==> config.mk <==
export PLATFORM = sky130hd
export DESIGN_NAME = mips_div_unit
export DESIGN_NICKNAME = d
export VERILOG_FILES = /design/src/rtl/mips_div_unit.sv
export SDC_FILE = /design/constraint.sdc
export NUM_CORES = 1
export LEC_CHECK = 0
export ABC_CLOCK_PERIOD_IN_PS = 9300
export CAP_MARGIN = 10
export CELL_PAD_IN_SITES_DETAIL_PLACEMENT = 0
export CELL_PAD_IN_SITES_GLOBAL_PLACEMENT = 1
export CORE_MARGIN = 2
export CORE_UTILIZATION = 45
export CTS_CLUSTER_SIZE = 20
export DETAILED_ROUTE_END_ITERATION = 6
export GPL_TIMING_DRIVEN = 0
export PLACE_DENSITY_LB_ADDON = 0.1
export SLEW_MARGIN = 20
export SYNTH_ARGS = -nofsm -noshare
export SYNTH_HDL_FRONTEND = slang
export SYNTH_SLANG_ARGS = --single-unit
==> constraint.sdc <==
create_clock -name clk -period 9.3 [get_ports clk]
set_input_delay 1.86 -clock clk [delete_from_list [all_inputs] [get_ports clk]]
set_output_delay 1.86 -clock clk [all_outputs]
set_load 0.005 [all_outputs]
==> src/rtl/mips_div_unit.sv <==
// Multi-cycle MIPS DIV/DIVU unit: restoring division, one quotient bit per
// CALC cycle, with sign fix-up and the divide-by-zero result applied on FIN.
module mips_div_unit #(
  parameter int WIDTH = 32
) (
  input  logic             clk,
  input  logic             rst,
  input  logic             start,
  input  logic             signed_op,
  input  logic [WIDTH-1:0] dividend,
  input  logic [WIDTH-1:0] divisor,
  input  logic             cancel,
  output logic             busy,
  output logic             done,
  output logic [WIDTH-1:0] quotient,
  output logic [WIDTH-1:0] remainder,
  output logic             div_by_zero
);

  localparam int CW = (WIDTH > 1) ? $clog2(WIDTH) : 1;

  typedef enum logic [1:0] {IDLE, CALC, FIN} state_t;

  state_t           state, state_nxt;
  logic [CW-1:0]    cnt;
  logic [WIDTH-1:0] rem, quo, dvs;
  logic             sa, sb, sop, dz;

  logic [WIDTH-1:0] a_mag, b_mag, q_fix, r_fix;
  logic [WIDTH:0]   diff;
  logic             accept;

  // Operand magnitudes; the two's-complement negation also maps the most
  // negative value to itself, which is the right unsigned magnitude.
  assign a_mag  = (signed_op && dividend[WIDTH-1]) ? -dividend : dividend;
  assign b_mag  = (signed_op && divisor[WIDTH-1])  ? -divisor  : divisor;
  assign accept = start && !cancel;

  // Trial subtract on the shifted partial remainder; WIDTH+1 bits because
  // the shifted value can reach 2^(WIDTH+1)-1.
  assign diff = {rem, quo[WIDTH-1]} - {1'b0, dvs};

  // With a zero divisor the loop leaves rem = |dividend|, so the remainder
  // sign fix-up alone restores the dividend; only the quotient is forced.
  assign q_fix = dz ? '1 : ((sop && (sa ^ sb)) ? -quo : quo);
  assign r_fix = (sop && sa) ? -rem : rem;

  // State register
  always_ff @(posedge clk) begin
    if (rst) state <= IDLE;
    else     state <= state_nxt;
  end

  // Next-state logic: cancel beats start and aborts CALC/FIN
  always_comb begin
    state_nxt = state;
    case (state)
      IDLE:    if (accept) state_nxt = CALC;
      CALC:    if (cancel) state_nxt = IDLE;
               else if (cnt == CW'(WIDTH - 1)) state_nxt = FIN;
      FIN:     state_nxt = IDLE;
      default: state_nxt = IDLE;
    endcase
  end

  // Output decode
  always_comb begin
    busy = (state != IDLE);
  end

  // Datapath: operand latch, restoring step, result write-back
  always_ff @(posedge clk) begin
    if (rst) begin
      cnt         <= '0;
      rem         <= '0;
      quo         <= '0;
      dvs         <= '0;
      sa          <= 1'b0;
      sb          <= 1'b0;
      sop         <= 1'b0;
      dz          <= 1'b0;
      done        <= 1'b0;
      quotient    <= '0;
      remainder   <= '0;
      div_by_zero <= 1'b0;
    end else begin
      done <= 1'b0;
      case (state)
        IDLE: if (accept) begin
          cnt <= '0;
          rem <= '0;
          quo <= a_mag;
          dvs <= b_mag;
          sa  <= dividend[WIDTH-1];
          sb  <= divisor[WIDTH-1];
          sop <= signed_op;
          dz  <= (divisor == '0);
        end
        CALC: if (!cancel) begin
          cnt <= cnt + CW'(1);
          if (!diff[WIDTH]) begin
            rem <= diff[WIDTH-1:0];
            quo <= {quo[WIDTH-2:0], 1'b1};
          end else begin
            rem <= {rem[WIDTH-2:0], quo[WIDTH-1]};
            quo <= {quo[WIDTH-2:0], 1'b0};
          end
        end
        FIN: if (!cancel) begin
          quotient    <= q_fix;
          remainder   <= r_fix;
          div_by_zero <= dz;
          done        <= 1'b1;
        end
        default: ;
      endcase
    end
  end

endmodule

=== Word level (Yosys, flattened, before mapping) ===
Cells that the tools add are included.

* $add $sub $neg: 6
* Equality and inequality tests: 6
* Muxes and demuxes: 21
* Bitwise operators: 3
* Reductions and logical operators: 15

{| class="wikitable"
|+ Operators with widths
! kind !! count
|-
| 2-to-1 mux 32 bit || 10
|-
| negation 32 bit || 4
|-
| case mux 32 bit (2 select lines) || 2
|-
| subtractor 33 x 32 -> 33 bit || 1
|-
| logical NOT 32 bit || 1
|-
| 2-to-1 mux 5 bit || 2
|-
| case mux 5 bit (2 select lines) || 1
|-
| 2-to-1 mux 2 bit || 3
|-
| AND reduction 2 bit || 3
|-
| adder 5 x 1 -> 5 bit, second input constant || 1
|-
| == test 5 bit, second input constant || 1
|-
| logical AND 1 bit || 5
|-
| inequality test 2 bit, second input constant || 2
|-
| case mux 2 bit (2 select lines) || 1
|-
| nonzero test 2 bit || 2
|-
| inequality test 3 bit, second input constant || 1
|-
| AND reduction 3 bit || 1
|-
| == test 2 x 1 -> 1 bit, second input constant || 1
|-
| == test 2 bit, second input constant || 1
|-
| logical NOT 2 bit || 1
|-
| 2-to-1 mux 1 bit || 2
|-
| inverter 1 bit || 2
|-
| OR reduction 2 bit || 1
|-
| logical NOT 1 bit || 1
|-
| XOR 1 bit || 1
|}

* Register bits after elaboration: 173
* Input bits: 69
* Output and inout port bits: 67

=== Depth between registers and ports, before layout ===
* Word-level depth: 4
* Mapped depth: 14
* Mapped depth without buffers: 12

=== Worst setup path before layout ===
OpenSTA, ideal clock, no wires.

* Kind: input to register
* From: input divisor[8]
* To: register dvs[29]
* Arrival: 4.113 ns
* Setup slack: 5.101 ns
* Cell stages on the path: 9
* Buffers on the path: 0
* Path through: or4_4 > or4_1 > nand2b_4 > nor3b_2 > nand2_1 > or2_2 > o31ai_2 > xor2_1 > a211oi_1

* Word-level cells in the longest chain between the ends: 2

{| class="wikitable"
|+ Ends and longest elaborated chain
! item !! RTL line !! RTL
|-
| start: declaration || 11 || <nowiki>input logic [WIDTH-1:0] divisor,</nowiki>
|-
| negation 32 bit || 36 || <nowiki>assign b_mag = (signed_op && divisor[WIDTH-1]) ? -divisor : divisor;</nowiki>
|-
| 2-to-1 mux 32 bit || 36 ||
|-
| end signal: assignment || 93 || <nowiki>dvs <= b_mag;</nowiki>
|-
| end: declaration || 26 || <nowiki>logic [WIDTH-1:0] rem, quo, dvs;</nowiki>
|}

No other way between the ends.
A chain may end at the register's enable or synchronous reset.

=== Final worst setup path ===
* From: input dividend[8]
* To: register quo[31]

* Word-level cells in the longest chain between the ends: 4

{| class="wikitable"
|+ Ends and longest elaborated chain
! item !! RTL line !! RTL
|-
| start: declaration || 10 || <nowiki>input logic [WIDTH-1:0] dividend,</nowiki>
|-
| negation 32 bit || 35 || <nowiki>assign a_mag = (signed_op && dividend[WIDTH-1]) ? -dividend : dividend;</nowiki>
|-
| 2-to-1 mux 32 bit || 35 ||
|-
| 2-to-1 mux 32 bit || 89 || <nowiki>IDLE: if (accept) begin</nowiki>
|-
| case mux 32 bit (2 select lines) || 88 || <nowiki>case (state)</nowiki>
|-
| end signal: assignment || 92 || <nowiki>quo <= a_mag;</nowiki>
|-
| end signal: assignment || 103 || <nowiki>quo <= {quo[WIDTH-2:0], 1'b1};</nowiki>
|-
| end signal: assignment || 106 || <nowiki>quo <= {quo[WIDTH-2:0], 1'b0};</nowiki>
|-
| end: declaration || 26 ||
|}

No other way between the ends. The select of a mux whose other input is x is not followed.

==> results.py <==
metrics = {
    "run_status": {
        "outcome": "finished, final reports clean",
    },
    "clock_tree": {
        "htreeDepth": 4,
        "ctsHoldBuffers": 0,
        "cts_setup_buffers": 0,
        "path_clk_slew_ns": 0.07,
        "clockRootBuffer": "clkbuf_16",
        "post_cts_resized": 0,
        "clock_sinks": 173,
        "insertion_delay_ns": 0.43,
        "cts_buffer_depth": 2,
        "cts_made_buffers": 17,
        "cts_tree": "done",
    },
    "drt": {
        "viasPerCell": 5.55,
        "drt-initial-drc-count": 722,
        "post-route-drc-count": 0,
        "vias": 10500,
        "drtPass1Iterations": 5,
        "antenna_left": 0,
        "wl_per_cell_um": 17.0,
        "wl_mm": 32.1,
    },
    "finish": {
        "n_antenna_cell": 0,
        "final_cell_mix": "nor2_1, dfxtp_1, clkdlybuf4s50_1",
        "mostFrequentLayoutCell": "nor2_1",
        "drive_gt1_share_pct": 3.64,
        "nFillCells": 2311,
        "areaGrowthSynthToFinish_pct": 21.4,
        "utilization_pct": 55.6,
        "final_nets": 1661,
        "final_cell_area_um2": 13100,
    },
    "synth": {
        "ys_seq_area_share_pct": 32.2,
        "synth_xor_area_share_pct": 11.2,
        "synth-main-ff-cell": "dfxtp_1",
        "synth-edff-count": 0,
        "synth-warning-count": 0,
        "syn_inst": 1401,
        "synth.avg_cell_area_um2": 7.68,
        "synth_seq_cells": 173,
        "ys_types": 63,
        "synth_fa_ha_area_share_pct": 4.61,
        "syn_nets": 1509,
        "syn_area_um2": 10800,
        "ys_async_sr_fraction_pct": 0,
        "synthSimpleGateAreaFrac_pct": 20.2,
        "synth_top_family_by_area": "compound AO/OA/AOI/OAI gates",
        "synthMuxAreaShare_pct": 1.98,
        "synth-compound-area-share_pct": 24.8,
    },
    "timing": {
        "slew_viol_final": 0,
        "max_freq_mhz": 215,
        "slew_headroom_pct": 33.5,
        "finClkSkew_ns": 0.00880,
        "fin_tns_setup_ns": 0,
        "setup_slack_ns": 4.64,
        "fin_crit_sh_pct": 50.1,
        "finalHoldViolCount": 0,
        "tightest_slew_ns": 0.989,
        "finalSetupViolCount": 0,
        "rsz0062_at_grt": "false",
        "min_period_ns": 4.66,
    },
    "global_route": {
        "gr-usage-all-layers_pct": 25.7,
        "grt_antenna_before_repair": 0,
        "grt_pass1_wl_mm": 50.8,
        "grt_pass1_vias": 9381,
        "grt_max_degree": 19,
        "grt-ovfl-total": 0,
    },
    "power_and_ir_drop": {
        "p_total_mw": 1.82,
        "p_leak_nw": 4.77,
        "power.density_nw_per_um2": 139,
        "ir_drop_mv": 0.112,
    },
    "worst_setup_path": {
        "setup.worst_path.end_class": "flip-flop",
        "crit_type": "in -> reg",
        "worstPathRequired_ns": 9.63,
        "critPathArrivalTime_ns": 4.99,
        "path_max_fanout": 5,
        "worstSetupStartpointType": "primary input",
    },
    "place": {
        "place_congestion": 0.921,
        "place_ws_ns": 4.25,
        "dpl_cell_area_um2": 12500,
        "dpl.hpwl_mm": 25.4,
        "port_buffers": 133,
    },
    "worst_hold_path": {
        "hp-class": "reg -> reg",
    },
    "floorplan": {
        "ios": 136,
        "fp.dieW_um": 159,
        "die_height_um": 159,
        "die_area_um2": 25200,
        "rows": 56,
        "initial_core_util_pct": 45.8,
        "core_area_um2": 23500,
    },
    "run": {
        "maxCapViolCount": 0,
    },
}
==> worst max-delay path, stage by stage <==
cell	delay (ns)
clkdlybuf4s50_1	0.47
or4_4	0.58
or4_4	0.47
or3_4	0.43
nor3b_4	0.30
nand2_2	0.12
o31ai_1	0.25
nand3_1	0.22
a221oi_2	0.31
==> cells by family after synthesis <==
| family | Yosys count |
|---|---|
| fa+ha+maj | 39 |
| flops | 173 |
| buf+inv | 145 |
| mux | 21 |
| simple gates | 474 |
| xor+xnor | 137 |
| compound gates | 412 |
==> state kept, by name (all words and copies together), names as in the netlist <==
register	flops
sa	1
quotient	32
div_by_zero	1
sb	1
dvs	32
state	2
quo	32
remainder	32
dz	1
cnt	5
rem	32
sop	1
done	1
==> cell type report <==
| class | count | area, um2 | area share [%] |
|---|---|---|---|
| plain buffers | 91 | 347 | 2.65 |
| clock buffers | 17 | 425 | 3.26 |
| clock inverters | 15 | 146 | 1.12 |
| inverters | 54 | 203 | 1.55 |
| multi-input cells | 1083 | 6750 | 51.7 |
| flip-flops and latches | 173 | 3460 | 26.5 |
| well taps | 319 | 399 | 3.06 |
| repair buffers | 133 | 1330 | 10.2 |
==> synthesized netlist by cell type, types with 7 or more instances <==
master | n | area share, %
o31ai_1 | 26 | 1.8
ha_1 | 38 | 4.4
a31oi_1 | 13 | 0.76
a211oi_1 | 74 | 5.2
xnor2_1 | 75 | 6.1
nor2_1 | 207 | 7.2
nand2_1 | 107 | 3.7
nand3_1 | 23 | 1.1
nor4_1 | 13 | 0.76
mux2i_1 | 19 | 1.8
nor3_1 | 34 | 1.6
or3_1 | 19 | 1.1
a21oi_1 | 105 | 4.9
inv_1 | 54 | 1.9
a311oi_1 | 15 | 1.2
and2_1 | 10 | 0.58
nand2b_1 | 10 | 0.58
clkbuf_1 | 84 | 2.9
dfxtp_1 | 173 | 32
nor2b_1 | 8 | 0.47
o41ai_1 | 15 | 1.2
a21o_1 | 19 | 1.3
or4_1 | 7 | 0.49
and3_1 | 7 | 0.41
nand4_1 | 8 | 0.47
o21ai_0 | 78 | 3.6
xor2_1 | 62 | 5.0
o22ai_1 | 31 | 1.8
==> power by group <==
| part | switching, mW | internal [mW] |
|---|---|---|
| Combinational | 0.196 | 0.133 |
| Clock | 0.342 | 0.356 |
| Sequential | 0.0278 | 0.762 |
==> stage by stage <==
stage / instances / hold WS, ns
final: 1885 / 0.465
after global placement: 1853 / 0.445
after CTS: 1885 / 0.463
after global routing: 1885 / 0.493
after floorplan: 1401 / 0.432
after detailed placement: 1853 / 0.453
==> metal layers <==
metal	up-vias	part of all wire (%)	GRT usage, %
met3	20	6.3	4.11
li1	5333	-	-
met2	279	40	36.5
met5	-	0	0
met1	4836	53	40.5
met4	0	0.65	4.42
==> final timing paths <==
path | slack (ns) | to | start | depth (start not counted)
setup / recovery | 4.64 | quo[31] | dividend[8] | 9
hold / removal | 0.46 | remainder[0] | remainder[0] | 2
setup reg to reg | 5.46 | quo[0] | rem[14] | 12
hold reg to reg | 0.46 | remainder[0] | remainder[0] | 2
Note: power is estimated with default switching activity, not from simulation.
